[src/rtl/pc_fetch_sequencer.sv]
`default_nettype none
// ============================================================================
// Module   : pc_fetch_sequencer
// Purpose  : Fetch-stage PC owner: issues imem requests, returns instructions
//            to decode, and applies redirect/trap with in-flight fetch kill.
// Revision : 1.0  initial release
// ============================================================================
module pc_fetch_sequencer #(
    parameter int unsigned          BIT_WIDTH    = 32,
    parameter logic [BIT_WIDTH-1:0] RESET_VECTOR = 32'h0000_0000,
    parameter logic [BIT_WIDTH-1:0] TRAP_VECTOR  = 32'h0000_0100
) (
    input  logic                 clock,
    input  logic                 reset,
    input  logic                 stall,
    input  logic                 redirect_valid,
    input  logic [BIT_WIDTH-1:0] redirect_target,
    input  logic                 trap_valid,
    output logic                 imem_req_valid,
    output logic [BIT_WIDTH-1:0] imem_req_addr,
    input  logic                 imem_req_ready,
    input  logic                 imem_rsp_valid,
    input  logic [31:0]          imem_rsp_data,
    output logic                 inst_valid,
    output logic [31:0]          inst_data,
    output logic [BIT_WIDTH-1:0] inst_pc,
    output logic [BIT_WIDTH-1:0] pc,
    output logic                 misaligned_fault
);

    localparam logic [1:0] S_IDLE  = 2'd0;
    localparam logic [1:0] S_REQ   = 2'd1;
    localparam logic [1:0] S_WAIT  = 2'd2;
    localparam logic [1:0] S_VALID = 2'd3;

    localparam logic [BIT_WIDTH-1:0] c_pc_step = BIT_WIDTH'(4);

    logic [1:0]           r_state;
    logic [1:0]           w_next_state;
    logic [BIT_WIDTH-1:0] r_pc;
    logic [BIT_WIDTH-1:0] w_target;
    logic                 r_kill;
    logic                 r_fault;
    logic [31:0]          r_inst_data;
    logic [BIT_WIDTH-1:0] r_inst_pc;
    logic                 w_active;
    logic                 w_redirect;
    logic                 w_misaligned;
    logic                 w_capture;

    assign w_active     = (r_state != S_IDLE);
    assign w_redirect   = w_active && (trap_valid || redirect_valid);
    assign w_misaligned = w_active && !trap_valid && redirect_valid &&
                          (redirect_target[1:0] != 2'b00);
    assign w_target     = (trap_valid || w_misaligned) ? TRAP_VECTOR : redirect_target;
    // A response is kept only if it belongs to the current PC stream
    assign w_capture    = (r_state == S_WAIT) && imem_rsp_valid && !r_kill && !w_redirect;

    always_ff @(posedge clock or posedge reset) begin
        if (reset) begin
            r_state <= S_IDLE;
        end else begin
            r_state <= w_next_state;
        end
    end

    always_comb begin
        w_next_state = r_state;
        case (r_state)
            S_IDLE:  w_next_state = S_REQ;
            S_REQ:   if (imem_req_ready) w_next_state = S_WAIT;
            S_WAIT:  if (imem_rsp_valid) w_next_state = w_capture ? S_VALID : S_REQ;
            S_VALID: if (w_redirect || !stall) w_next_state = S_REQ;
            default: w_next_state = S_IDLE;
        endcase
    end

    always_comb begin
        imem_req_valid = 1'b0;
        inst_valid     = 1'b0;
        case (r_state)
            S_REQ:   imem_req_valid = 1'b1;
            S_VALID: inst_valid     = 1'b1;
            default: ;
        endcase
    end

    always_ff @(posedge clock or posedge reset) begin
        if (reset) begin
            r_pc        <= RESET_VECTOR;
            r_kill      <= 1'b0;
            r_fault     <= 1'b0;
            r_inst_data <= '0;
            r_inst_pc   <= '0;
        end else begin
            r_fault <= w_misaligned;

            if (w_redirect) begin
                r_pc <= w_target;
            end else if ((r_state == S_VALID) && !stall) begin
                r_pc <= r_pc + c_pc_step;
            end

            // kill marks the single outstanding fetch as belonging to a stale PC
            if ((r_state == S_REQ) && imem_req_ready) begin
                r_kill <= w_redirect;
            end else if (r_state == S_WAIT) begin
                if (imem_rsp_valid) begin
                    r_kill <= 1'b0;
                end else if (w_redirect) begin
                    r_kill <= 1'b1;
                end
            end

            if (w_capture) begin
                r_inst_data <= imem_rsp_data;
                r_inst_pc   <= r_pc;
            end
        end
    end

    assign imem_req_addr    = r_pc;
    assign pc               = r_pc;
    assign inst_data        = r_inst_data;
    assign inst_pc          = r_inst_pc;
    assign misaligned_fault = r_fault;

endmodule
`default_nettype wire
[config.mk]
export PLATFORM = sky130hd
export DESIGN_NAME = pc_fetch_sequencer
export DESIGN_NICKNAME = d
export VERILOG_FILES = /design/src/rtl/pc_fetch_sequencer.sv
export SDC_FILE = /design/constraint.sdc
export NUM_CORES = 1
export LEC_CHECK = 0
export ABC_AREA = 1
export BUFFER_PORTS_ARGS = -buffer_cell sky130_fd_sc_hd__buf_2
export CAP_MARGIN = 40
export CORE_MARGIN = 2
export CORE_UTILIZATION = 51
export CTS_BUF_LIST = sky130_fd_sc_hd__clkbuf_8
export DETAILED_ROUTE_END_ITERATION = 16
export PLACE_DENSITY = 0.94
export SYNTH_ARGS = -nofsm -noshare
export SYNTH_HDL_FRONTEND = slang
export SYNTH_SLANG_ARGS = --single-unit
[constraint.sdc]
create_clock -name clock -period 3.9 [get_ports clock]
set_input_delay 0.78 -clock clock [delete_from_list [all_inputs] [get_ports clock]]
set_output_delay 0.78 -clock clock [all_outputs]
set_load 0.02 [all_outputs]
# Word-level counts from Yosys, hierarchy flattened
# Cells that the tools add are included.
[classes] bitwise=0 div=0 n_reduce_logical=24 magnitude_cmp=0 addsub=1 shift=0 mul=0 muxes=14 eq_ne=6
[ops] cell="32-bit two-way mux" n=3
[ops] cell="32-bit by 3-bit adder with 32-bit output (second input constant)" n=1
[ops] cell="1-bit logical AND" n=9
[ops] cell="2-bit two-way mux" n=4
[ops] cell="2-bit one-hot mux with 4 select lines" n=1
[ops] cell="2-bit nonzero test" n=4
[ops] cell="1-bit two-way mux" n=6
[ops] cell="2-bit inequality test (second input constant)" n=3
[ops] cell="2-bit equality test (second input constant)" n=2
[ops] cell="1-bit zero test" n=4
[ops] cell="1-bit logical OR" n=3
[ops] cell="3-bit AND reduction" n=1
[ops] cell="3-bit nonzero test" n=1
[ops] cell="2-bit by 1-bit equality test with 1-bit output (second input constant)" n=1
[ops] cell="2-bit zero test" n=1
[ops] cell="2-bit AND reduction" n=1
[totals] out_inout_bits=131 word_cells=51 in_bits=71 latch_bits=0 register_bits=100 mem_bits_rw=0 romBits=0 n_memories=0

# Longest topological paths before layout
# Gate-level depths: netlist of run 1.
[depth] depth_word=7 ltp_mapped=11 depth_no_buf=10

# Worst setup path after synthesis of run 1
# No wires, ideal clock.
[synth_timing] path_kind="input to register" startpoint="input port redirect_valid" endpoint="register r_inst_data[0] (netlist: inst_data[0])" stages=4 required_time_ns=3.772 setup_ns=0.128 path_slack_ns=2.174 path_buffers=1 t_arrival_ns=1.599 path_cell_list="o21bai_4 nand4_4 buf_2 mux2_1"
[synth_via] elab_chain_cells=4
[synth_rtl] element="start, declared" line_no="16" text="input logic redirect_valid,"
[synth_rtl] element="1-bit logical OR" line_no="52" text="assign w_redirect = w_active && (trap_valid || redirect_valid);"
[synth_rtl] element="1-bit logical AND" line_no="52"
[synth_rtl] element="1-bit zero test" line_no="57" text="assign w_capture = (r_state == S_WAIT) && imem_rsp_valid && !r_kill && !w_redirect;"
[synth_rtl] element="1-bit logical AND" line_no="57"
[synth_rtl] element="end signal, assigned" line_no="116" text="r_inst_data <= imem_rsp_data;"
[synth_rtl] element="end, declared" line_no="44" text="logic [31:0] r_inst_data;"
# No other way between the ends.
# A chain may end at the register's enable or synchronous reset.

# Worst setup path in the final report of run 1
[layout_timing] startpoint="register r_state[0]" endpoint="register r_pc[26] (netlist: imem_req_addr[26])"
[layout_via] elab_chain_cells=7 word_cells_on_any_way=11 classes_between="1 x eq/ne; 2 x mux; 8 x reduce/logical"
[layout_rtl] element="start, declared" line_no="38" text="logic [1:0] r_state;"
[layout_rtl] element="start signal, assigned" line_no="63" text="r_state <= w_next_state;"
[layout_rtl] element="2-bit nonzero test" line_no="51" text="assign w_active = (r_state != S_IDLE);"
[layout_rtl] element="1-bit logical AND (3 in a row)" line_no="53" text="assign w_misaligned = w_active && !trap_valid && redirect_valid &&"
[layout_rtl] element="1-bit logical OR" line_no="55" text="assign w_target = (trap_valid || w_misaligned) ? TRAP_VECTOR : redirect_target;"
[layout_rtl] element="32-bit two-way mux" line_no="55"
[layout_rtl] element="32-bit two-way mux" line_no="98" text="if (w_redirect) begin"
[layout_rtl] element="end signal, assigned" line_no="99" text="r_pc <= w_target;"
[layout_rtl] element="end signal, assigned" line_no="101" text="r_pc <= r_pc + c_pc_step;"
[layout_rtl] element="end, declared" line_no="40" text="logic [BIT_WIDTH-1:0] r_pc;"
# Several ways; a longest one is shown, not always the timed one.

==> summary.md, run 1 <==
| Metric | Value |
|---|---|
| Crit. End Element | `register` |
| First-pass GRT wire length | `22980 microns` |
| Dpl cell area | `between 6000 and 7000 sq um` |
| Critical Path AT | `2670 ps` |
| Setup tns final | `0 ps` |
| XOR/XNOR Fraction of Synth Area | `0.3349%` |
| Setup Buffers After CTS | `0` |
| Fin area | `6306 sq um` |
| Reg-to-Reg Start | `r_state[0]` |
| Largest net degree at the start of global routing | `69` |
| Die W | `105.3 microns` |
| Slew Limit Fails | `0` |
| Most numerous cell in the Yosys netlist | `nand2_1` |
| Top cell type's share of synthesized area | `47.85%` |
| CP max stage delay | `390 ps` |
| Setup-failing EPs final | `0` |
| GR Util All Layers | `25.95%` |
| Top cells by area, synth | `dfrtp_1 48%, nand2_1 15%, mux2_2 5.2%, buf_4 5.0%, nand3_1 3.7%` |
| Die ar. | `11080 sq um` |
| Worst min-delay path class | `in2async` |
| P_leak | `3.420 nW` |
| Syn-to-layout area delta | `20.57%` |
| EDFF count, synth | `0` |
| Maximum buffer depth of the clock tree | `2` |
| GRT Residual Overflow | `0` |
| Drt wl/cell | `15.28 microns` |
| Synth Warn # | `0` |
| Syn Nets | `about 700` |
| Worst-Skew Late Latency | `370 ps` |
| RSZ-0062 raised after global routing | `no` |
| Most frequent CP cell | `nand2_1` |
| Crit-path cells | `inv_1, ha_1, o21bai_4, buf_4, inv_2, nand3_1, inv_2, nand2_1, nand2_1, nand2_1, nand2_1` |
| Worst path slowest cell | `dfrtp_1` |
| Height of the die | `105.3 microns` |
| Layout Skew | `16.28 ps` |
| Post-Synth Adder-Cell Area | `1.196%` |
| Fin nets | `between 800 and 900` |
| CORE AREA | `9864 sq um` |
| Syn Area/Cell | `around 8.4 sq um` |
| First DRT Iteration DRCs | `407` |
| Root buffer cell | `clkbuf_8` |
| Initial Utilization | `approximately 53%` |
| Max_cap viols | `0` |
| Synth Area in Simple Gates | `between 20% and 30%` |
| Final WL | `14130 microns` |
| Clk slew on worst S/H paths | `100 ps` |
| Filler Cell Count | `848` |
| CTS buffer count | `9` |
| Status | `completed` |
| DP Wirelength | `10650 microns` |
| Worst-Margin Slew | `801.7 ps` |
| Drt pass-1 iters | `5` |
| Cell Pwr Density | `794.4 nW/um^2` |
| Synth area leader | `dfrtp_1` |
| Fin crit share | `roughly three fifths` |
| Share of cells above drive strength 1 | `34.01%` |
| DRT antenna net count | `0` |
| Hold-fix buffers at CTS | `0` |
| Clk sinks | `100` |
| Gate Count Post-Synth | `620` |
| Final worst path period need | `2361 ps` |
| Req. time, crit path | `roughly 4200 ps` |
| Placer Congestion | `0.9060` |
| Post-route DRC | `0` |
| Largest family of logic cells by synthesized area | `simple AND/OR/NAND/NOR gates` |
| Worst ir drop on vdd | `0.0003875 V` |
| Fraction of registers with async set/reset | `100.0%` |
| Cell Rows | `36` |
| Initial antenna violation count | `1` |
| Final Hold Viols | `0` |
| Worst-path maximum fanout | `29` |
| Most instantiated cells after synthesis | `204 x nand2_1, 100 x dfrtp_1, 45 x inv_1, 45 x nor2_1, 39 x nand3_1` |
| Vias/cell | `5.264` |
| Mux cell area share after synthesis | `8.182%` |
| Num ports | `~200` |
| Resize count post-CTS | `0` |
| CTS tree | `done` |
| Final Util | `63.93%` |
| Setup CP Type | `reg2reg` |
| Vias in the first global route | `4687` |
| Fmax | `0.4236 GHz` |
| Slew HR | `around 46%` |
| Buffers & Inverters on Critical Path | `4` |
| Critical Path Source | `r_state[0]` |
| Via Count | `4869` |
| Synth cell types | `34` |
| Htree depth | `3` |
| Crit start category | `register` |
| Syn Std Cell Area | `5230 sq um` |
| Seq/Total Area, Yosys | `47.85%` |
| Post-synthesis sequential element count | `100` |
| Largest delay contributor family on the critical path | `buffers and inverters` |
| Primary FF master, synth | `dfrtp_1` |
| Post-synthesis compound-gate area fraction | `6.938%` |
| Buffers on Ports | `approximately 200` |
[layout by cell type (no fill, tap or decap), drive strengths merged]
cell      count
ha            5
a21boi        1
clkinv        1
clkinvlp      3
o31ai         2
a211oi        3
nor4          1
nand3        39
o21bai        1
o211ai        4
buf         206
o22ai         3
a31oi         2
nor2         55
a32o          1
and2          2
xor2          2
nand4         1
nand2       211
a22oi         1
dfrtp       100
nor3          2
a21oi         9
o21ai        35
diode         1
clkbuf        9
and3          2
inv          52
mux2         38
[metrics by stage]
step / setup WS (ps) / hold slack, ps / cells / total power [mW]
floorplan: 501.2 / 579.7 / 620 / 3.651
global placement: 1392 / 461.8 / 907 / 4.322
detailed placement: 1299 / 469.7 / 908 / 4.398
CTS: 1562 / 339.5 / 924 / 5.007
global route: 1319 / 334.7 / 925 / 5.331
finish: 1539 / 332.8 / 925 / 5.010
[layout make-up]
cell class / count / area, sq um / area share [%]
tap: 133 / 166.4 / 2.639
inverter: 49 / 186.4 / 2.956
antenna: 1 / 2.502 / 0.03968
multi-input combinational: 420 / 2210 / 35.04
clock buffer: 9 / 123.9 / 1.964
timing repair buffer: 206 / 1064 / 16.87
sequential: 100 / 2502 / 39.68
clock inverter: 7 / 51.30 / 0.8135
[state kept, by name (all words and copies together) (netlist names)]
signal,flops
imem_req_addr,32
inst_data,32
inst_pc,32
misaligned_fault,1
r_kill,1
r_state,2
[logic make-up (layout without fill, tap and decap cells)]
logic type / after synthesis / in the layout
DFF: 100 / 100
and+or+nand+nor: 313 / 313
muxes: 38 / 38
other: 0 / 1
buffers and inverters: 100 / 271
adders and majority gates: 5 / 5
xor gates and xnor gates: 2 / 2
AOI/OAI and AO/OA: 62 / 62
[per-layer routing]
metal / track usage (%) / up-vias / wire length (microns) / part of all wire, %
li1: - / 2295 / - / -
met1: 33.62 / 2256 / 5839 / 41
met2: 43.23 / 281 / 6712 / 47
met3: 4.886 / 37 / 1239 / 8.8
met4: 9.905 / 0 / 342 / 2.4
met5: 0 / - / 0 / 0
[path summary, 6_finish.rpt]
path | endpoint | slack [ps] | cells after the start
worst max-delay path | imem_req_addr[26] | 1540 | 11
worst min-delay path | inst_data[22] | 330 | 2
worst max register to register | imem_req_addr[26] | 1540 | 11
worst min register to register | inst_pc[2] | 490 | 2
max in group asynchronous | inst_pc[29] | 2980 | 3
min in group clock | inst_pc[2] | 490 | 2
[power by group]
group	switching, mW	leakage, nW	internal, mW
combinational	1.69	2.05	0.836
clock	0.374	0.0850	0.235
sequential	0.430	1.29	1.45
(Power assumes the default switching activity.)
==> run 2: changes to the inputs <==
ABC_AREA = 0   (was 1)
CORE_UTILIZATION = 50   (was 51)
clock period = 2.2 ns   (was 3.9 ns; I/O delays follow)
==> run 2 against run 1 <==
Against the previous run:
- combinational power decreased by 5%
- clock skew shrank 1.6 ps
- global-route usage down 3.1 points
- sequential cell count unchanged
- wire length down 14%
- first-iteration DRC count fell by 44%
- critical path type unchanged
- core utilization up 1.0 points
- die area fell by 5.9%
- fmax rose by 14%
- total power grew 23%
==> summary.md, run 2 <==
| Metric | Value |
|---|---|
| Status | `completed` |
| Final WL | `12140 microns (-14%)` |
| Commonest cells after routing, fill and taps aside | `201 x buf_2, 100 x dfrtp_1, 64 x mux2_2, 44 x nand2_1, 26 x o21ai_0` |
| Crit. End Element | `register` |
| Setup tns final | `0 ps (unchanged)` |
| Height of the die | `102.1 microns (-3.0%)` |
| Vias in the first global route | `3824 (-18%)` |
| DP Wirelength | `8727 microns (-18%)` |
| Initial Utilization | `51.86% (-1.2 points)` |
| Post-route DRC | `0 (unchanged)` |
| Setup-failing EPs final | `0 (unchanged)` |
| CORE AREA | `9284 sq um (-5.9%)` |
| Most instantiated cells after synthesis | `100 x dfrtp_1, 64 x mux2_2, 44 x nand2_1` |
| Post-synthesis sequential element count | `100 (unchanged)` |
| Fraction of registers with async set/reset | `100.0% (unchanged)` |
| Post-placement setup slack | `128.6 ps (-1170 ps)` |
| Vias/cell | `5.367 (+2.0%)` |
| Layout Skew | `14.64 ps (-1.632 ps)` |
| Worst min-delay path class | `in2async` |
| Placed cell count | `713 (-21%)` |
| Drt wl/cell | `16.52 microns (+8.1%)` |
| Req. time, crit path | `2450 ps (-1760 ps)` |
| Grt met2 use | `38.51% (-4.7 points)` |
| Num ports | `202 (unchanged)` |
| EDFF count, synth | `0 (unchanged)` |
| CTS tree | `done` |
| Most common cell after layout, fill and taps aside | `buf_2` |
| Final Hold Viols | `0 (unchanged)` |
| Synth cell types | `47 (+38%)` |
| Layout Cells excl Fill | `735 (-21%)` |
| Cell Pwr Density | `1022 nW/um^2 (+29%)` |
| Worst path slowest cell | `dfrtp_1` |
| FF-to-FF End | `imem_req_addr[23]` |
| Primary FF master, synth | `dfrtp_1` |
| Reg-to-Reg Start | `r_state[1]` |
| Drt pass-1 iters | `5 (unchanged)` |
| Crit-path cells | `ha_1, and4b_1, nand4_4, nor4_2, xnor2_1, o21ai_1` |
| Top cells by area, synth | `dfrtp_1 52%, mux2_2 15%, buf_4 5.8%, nand2_1 3.4%, xnor2_1 2.7%` |
| Worst-Skew Late Latency | `370 ps (about the same)` |
| Critical Path Source | `r_state[1]` |
| Die ar. | `10430 sq um (-5.9%)` |
| Share of cells above drive strength 1 | `51.74% (+18 points)` |
| Synth area leader | `dfrtp_1` |
| CP max stage delay | `410 ps (+20 ps)` |
| RSZ-0062 raised after global routing | `no` |
| GRT met3 Usage | `3.557% (-1.3 points)` |
| DRT antenna net count | `0 (unchanged)` |
| Slew Limit Fails | `0 (unchanged)` |
| Max_cap viols | `0 (unchanged)` |
| First-pass GRT wire length | `18530 microns (-19%)` |
| Hold-fix buffers at CTS | `0 (unchanged)` |
| Syn Nets | `495 (-29%)` |
| Syn-to-layout area delta | `25.21%` |
| Critical Path AT | `2330 ps (-340 ps)` |
| Filler Cell Count | `752 (-11%)` |
| Worst ir drop on vdd | `0.0006103 V (+57%)` |
| Gate Count Post-Synth | `419 (-32%)` |
| Root buffer cell | `clkbuf_8` |
| Cell Rows | `35 (-2.8%)` |
| Die W | `102.1 microns (-3.0%)` |
| Most numerous cell in the Yosys netlist | `dfrtp_1` |
| M1 GR Usage | `29.13% (-4.5 points)` |
| CTS buffer count | `9 (unchanged)` |
| Via Count | `3945 (-19%)` |
| Slew HR | `54.08% (+7.7 points)` |
| Maximum buffer depth of the clock tree | `2 (unchanged)` |
| Crit start category | `register` |
| Largest net degree at the start of global routing | `101 (+46%)` |
| GR Util All Layers | `22.84% (-3.1 points)` |
| Syn Area/Cell | `11.49 sq um (+36%)` |
| Initial antenna violation count | `0 (-1)` |
| Worst-Margin Slew | `687.3 ps (-114.4 ps)` |
| Top cell type's share of synthesized area | `51.98% (+4.1 points)` |
| Fin nets | `676 (-22%)` |
| Reg-to-reg slack, setup | `130 ps (-1410 ps)` |
| Seq/Total Area, Yosys | `51.98% (+4.1 points)` |
| Fmax | `0.4822 GHz (+14%)` |
| Setup CP Type | `reg2reg` |
| Fin crit share | `94.26% (+34 points)` |
| Clk slew on worst S/H paths | `100 ps (about the same)` |
| First DRT Iteration DRCs | `226 (-44%)` |
| Htree depth | `3 (unchanged)` |
| Fin area | `6028 sq um (-4.4%)` |
| P_leak | `3.111 nW (-9.0%)` |
| Gr busiest metal | `met2` |
| Buffers on Ports | `201 (unchanged)` |
| Placer Congestion | `0.8354 (-7.8%)` |
| Dpl cell area | `5782 sq um (-5.7%)` |
| Clk sinks | `100 (unchanged)` |
| Synth Warn # | `0 (unchanged)` |
| PnR worst setup slack | `126.2 ps (-1413 ps)` |
| Syn Std Cell Area | `4815 sq um (-7.9%)` |
| GRT Residual Overflow | `0 (unchanged)` |
| Final worst path period need | `2074 ps (-286.8 ps)` |
| Worst-path maximum fanout | `9 (-69%)` |
| R2R depth | `6 (-5)` |
## run 2: changes by cell type in the layout (fill, tap and decap cells not counted), sizes merged, moves of 5 or more
cell	before	now
nand2	211	44
nor2	55	9
inv	52	11
mux2	38	64
nand3	39	14
xnor2	0	15
buf	206	219
nor3	2	13
nand4	1	11
nor4	1	10
xor2	2	7
## run 2: final cells by class
| cell class | instances | area (sq um) | share of cell area (%) |
|---|---|---|---|
| Inverter | 7 | 30.03 | 0.4981 |
| Multi-Input combinational cell | 262 | 1954 | 32.42 |
| Tap cell | 129 | 161.4 | 2.677 |
| Antenna cell | 1 | 2.502 | 0.04151 |
| Timing Repair Buffer | 220 | 1204 | 19.97 |
| Clock inverter | 7 | 50.05 | 0.8302 |
| Clock buffer | 9 | 123.9 | 2.055 |
| Sequential cell | 100 | 2502 | 41.51 |
## run 2: cell families (layout without fill, tap and decap cells)
group,after synthesis,count (layout),share of synthesized area [%]
compound gates,50,50,6.107
xor+xnor,22,22,4.002
fa+ha+maj,5,5,1.299
buf+inv,57,243,7.978
flops,100,100,51.98
mux,65,65,15.18
other cells,0,1,0
simple gates,120,120,13.46
## run 2: what timing repair did
action                     in CTS  in global routing
setup endpoints to repair       0                  2
resized for setup               0                  3
setup buffers                   0                  4
## run 2: worst max-delay path by stage
stage,to,slack (ps),depth (start not counted)
final,imem_req_addr[23],130,6
after global routing,imem_req_addr[22],4,7
after CTS,imem_req_addr[25],100,6
after detailed placement,imem_req_addr[25],130,6
after global placement,imem_req_addr[25],170,6
after floorplan,inst_data[0],240,8
## run 2: stage by stage
stage,hold slack (ps),power [mW],utilization [%]
6_report,182.1,6.158,64.93
3_3_place_gp,484.3,4.977,62.28
4_1_cts,235.0,6.196,64.15
2_1_floorplan,484.1,4.293,-
3_5_place_dp,490.7,5.113,62.28
5_1_grt,239.9,6.528,64.91
## run 2: routing by layer
| metal | wire (microns) | vias up | part of all wire (%) |
|---|---|---|---|
| li1 | - | 1809 | - |
| met1 | 4852 | 1919 | 40 |
| met2 | 6205 | 193 | 51 |
| met3 | 810 | 24 | 6.7 |
| met4 | 270 | 0 | 2.2 |
| met5 | 0 | - | 0 |
## run 2: report_power, final
part	internal, mW	switching [mW]
sequential	2.33	0.347
combinational	0.960	1.44
clock	0.418	0.662
## run 2: worst max-delay path, delay by kind of cell, from the launching register on
| family | cells | cell delay (ps) |
|---|---|---|
| fa+ha+maj | 1 | 310 |
| compound gates | 1 | 70 |
| flops | 1 | 410 |
| simple gates | 3 | 1000 |
| xor+xnor | 1 | 170 |
==> run 3: changes to the inputs <==
PLACE_DENSITY = default   (was 0.94)
PLACE_DENSITY_LB_ADDON = 0.08   (was default)
==> run 3 against run 2 <==
Against the previous run:
- register-to-register slack gained 90 ps
- die area is the same
- global-route usage shrank 0.84 points
- sequential power is essentially flat
- worst hold slack lost 41 ps
- combinational power is essentially flat
- wire length shrank 6.2%
- cell count shrank 0.54%
- sequential cell count is the same
- largest power group unchanged
==> summary.md, run 3 (synthesized netlist as in run 2, its figures left out) <==
| Metric | Value |
|---|---|
| Status | `completed` |
| GR Util All Layers | `22.00% (-0.84 points)` |
| Setup CP Type | `reg2reg` |
| Crit start category | `register` |
| Initial antenna violation count | `0 (unchanged)` |
| Crit path to | `imem_req_addr[27]` |
| Die ar. | `10430 sq um (unchanged)` |
| Setup-failing EPs final | `0 (unchanged)` |
| CTS tree | `done` |
| Final WL | `11390 microns (-6.2%)` |
| CORE AREA | `9284 sq um (unchanged)` |
| Worst-Skew Late Latency | `360 ps (about the same)` |
| Cell Rows | `35 (unchanged)` |
| Largest net degree at the start of global routing | `46 (-54%)` |
| Buffers on Ports | `201 (unchanged)` |
| Fmax | `0.5035 GHz (+4.4%)` |
| Syn-to-layout area delta | `24.71%` |
| Share of cells above drive strength 1 | `51.16% (-0.57 points)` |
| Resize count post-CTS | `0 (unchanged)` |
| R2R depth | `7 (+1)` |
| Critical Path AT | `2230 ps (-100 ps)` |
| Req. time, crit path | `2450 ps (about the same)` |
| Crit. End Element | `register` |
| Dpl cell area | `5824 sq um (+0.74%)` |
| Final worst path period need | `1986 ps (-87.58 ps)` |
| Reg-to-reg slack, setup | `210 ps (+90 ps)` |
| Max_cap viols | `0 (unchanged)` |
| Antenna Cells | `0 (-1)` |
| Worst min-delay path class | `in2async` |
| First DRT Iteration DRCs | `113 (-50%)` |
| Cell Pwr Density | `1027 nW/um^2 (+0.50%)` |
| DRT antenna net count | `0 (unchanged)` |
| Hold-fix buffers at CTS | `0 (unchanged)` |
| Placer Congestion | `0.8463 (+1.3%)` |
| Vias/cell | `5.244 (-2.3%)` |
| Slew HR | `59.76% (+5.7 points)` |
| Reg-to-Reg Start | `r_state[0]` |
| Initial Utilization | `51.86% (unchanged)` |
| Die W | `102.1 microns (unchanged)` |
| Layout Skew | `13.36 ps (-1.279 ps)` |
| FF-to-FF End | `imem_req_addr[27]` |
| RSZ-0062 raised after global routing | `no` |
| Clk sinks | `100 (unchanged)` |
| Commonest cells after routing, fill and taps aside | `201 x buf_2, 100 x dfrtp_1, 64 x mux2_2, 44 x nand2_1, 26 x o21ai_0` |
| Drt pass-1 iters | `4 (-1)` |
| Most common cell after layout, fill and taps aside | `buf_2` |
| Height of the die | `102.1 microns (unchanged)` |
| DP Wirelength | `8564 microns (-1.9%)` |
| Worst-path maximum fanout | `33 (+24)` |
| Htree depth | `3 (unchanged)` |
| Final Hold Viols | `0 (unchanged)` |
| Worst ir drop on vdd | `0.0005949 V (-2.5%)` |
| Critical Path Source | `r_state[0]` |
| Root buffer cell | `clkbuf_8` |
| Setup tns final | `0 ps (unchanged)` |
| First-pass GRT wire length | `17930 microns (-3.2%)` |
| GRT Residual Overflow | `0 (unchanged)` |
| Clk slew on worst S/H paths | `90 ps (about the same)` |
| Via Count | `3833 (-2.8%)` |
| Worst-Margin Slew | `602.3 ps (-85.00 ps)` |
| Fin crit share | `90.28% (-4.0 points)` |
| P_leak | `3.094 nW (-0.55%)` |
| Post-route DRC | `0 (unchanged)` |
| Vias in the first global route | `3767 (-1.5%)` |
| CTS buffer count | `9 (unchanged)` |
| Maximum buffer depth of the clock tree | `2 (unchanged)` |
| Fin area | `6005 sq um (-0.39%)` |
| Slew Limit Fails | `0 (unchanged)` |
| Fin nets | `675 (-0.15%)` |
| Drt wl/cell | `15.58 microns (-5.6%)` |
| Num ports | `202 (unchanged)` |
| Setup Buffers After CTS | `0 (unchanged)` |
-- run 3: cell count changes in the layout (fill, tap and decap cells not counted), sizes merged --
| cell | before | now |
|---|---|---|
| clkbuf | 10 | 9 |
| clkinv | 1 | 0 |
| inv | 11 | 7 |
| diode | 1 | 0 |
| clkinvlp | 2 | 4 |
| bufinv | 0 | 1 |
-- run 3: worst min path at each step --
| stage | start | end | slack [ps] | cells past startpoint |
|---|---|---|---|---|
| finish | reset | inst_pc[1] | 140 | 2 |
| global route | reset | imem_req_addr[0] | 170 | 2 |
| CTS | reset | imem_req_addr[0] | 150 | 2 |
| detailed placement | inst_pc[15] | inst_pc[15] | 490 | 1 |
| global placement | inst_data[27] | inst_data[27] | 480 | 1 |
| floorplan | r_kill | r_kill | 480 | 1 |
-- run 3: stage by stage --
stage	power [mW]	instances	utilization, %	hold slack [ps]	setup slack (ps)
2_1_floorplan	4.293	419	-	484.1	243.8
3_3_place_gp	5.034	717	62.74	484.5	305.9
3_5_place_dp	5.113	717	62.74	490.5	235.0
4_1_cts	6.240	731	64.68	149.7	207.4
5_1_grt	6.529	731	64.68	173.5	51.67
6_report	6.164	731	64.68	140.7	213.8
-- run 3: worst max-delay path: stages (launching register included) --
cell      delay, ps
dfrtp_1         400
inv_1            80
ha_1            220
or3b_1          410
nor3_4          170
buf_12          210
a211oi_1         90
nor4_1          290
-- run 3: layout make-up --
type | count | area (sq um)
fillers | 809 | 3279
flip-flops and latches | 100 | 2502
multi-input cells | 262 | 1939
repair buffers | 219 | 1191
well taps | 129 | 161.4
clock buffers | 9 | 123.9
clock inverters | 5 | 56.30
inverters | 7 | 30.03
-- run 3: report_power, final --
| group | total, mW | leakage (nW) | internal, mW | switching [mW] |
|---|---|---|---|---|
| clock | 1.12 | 0.0846 | 0.509 | 0.612 |
| combinational | 2.38 | 1.67 | 0.965 | 1.41 |
| sequential | 2.66 | 1.34 | 2.33 | 0.335 |
| total | 6.16 | 3.09 | 3.80 | 2.36 |
-- run 3: routing by layer --
layer  vias up  share of wire (%)  global-route usage (%)
met1      1885                 42                   27.74
met2       138                 50                   37.45
met3        12                6.8                   5.404
met5         -                  0                       0
met4         0                1.2                   7.077
li1       1798                  -                       -
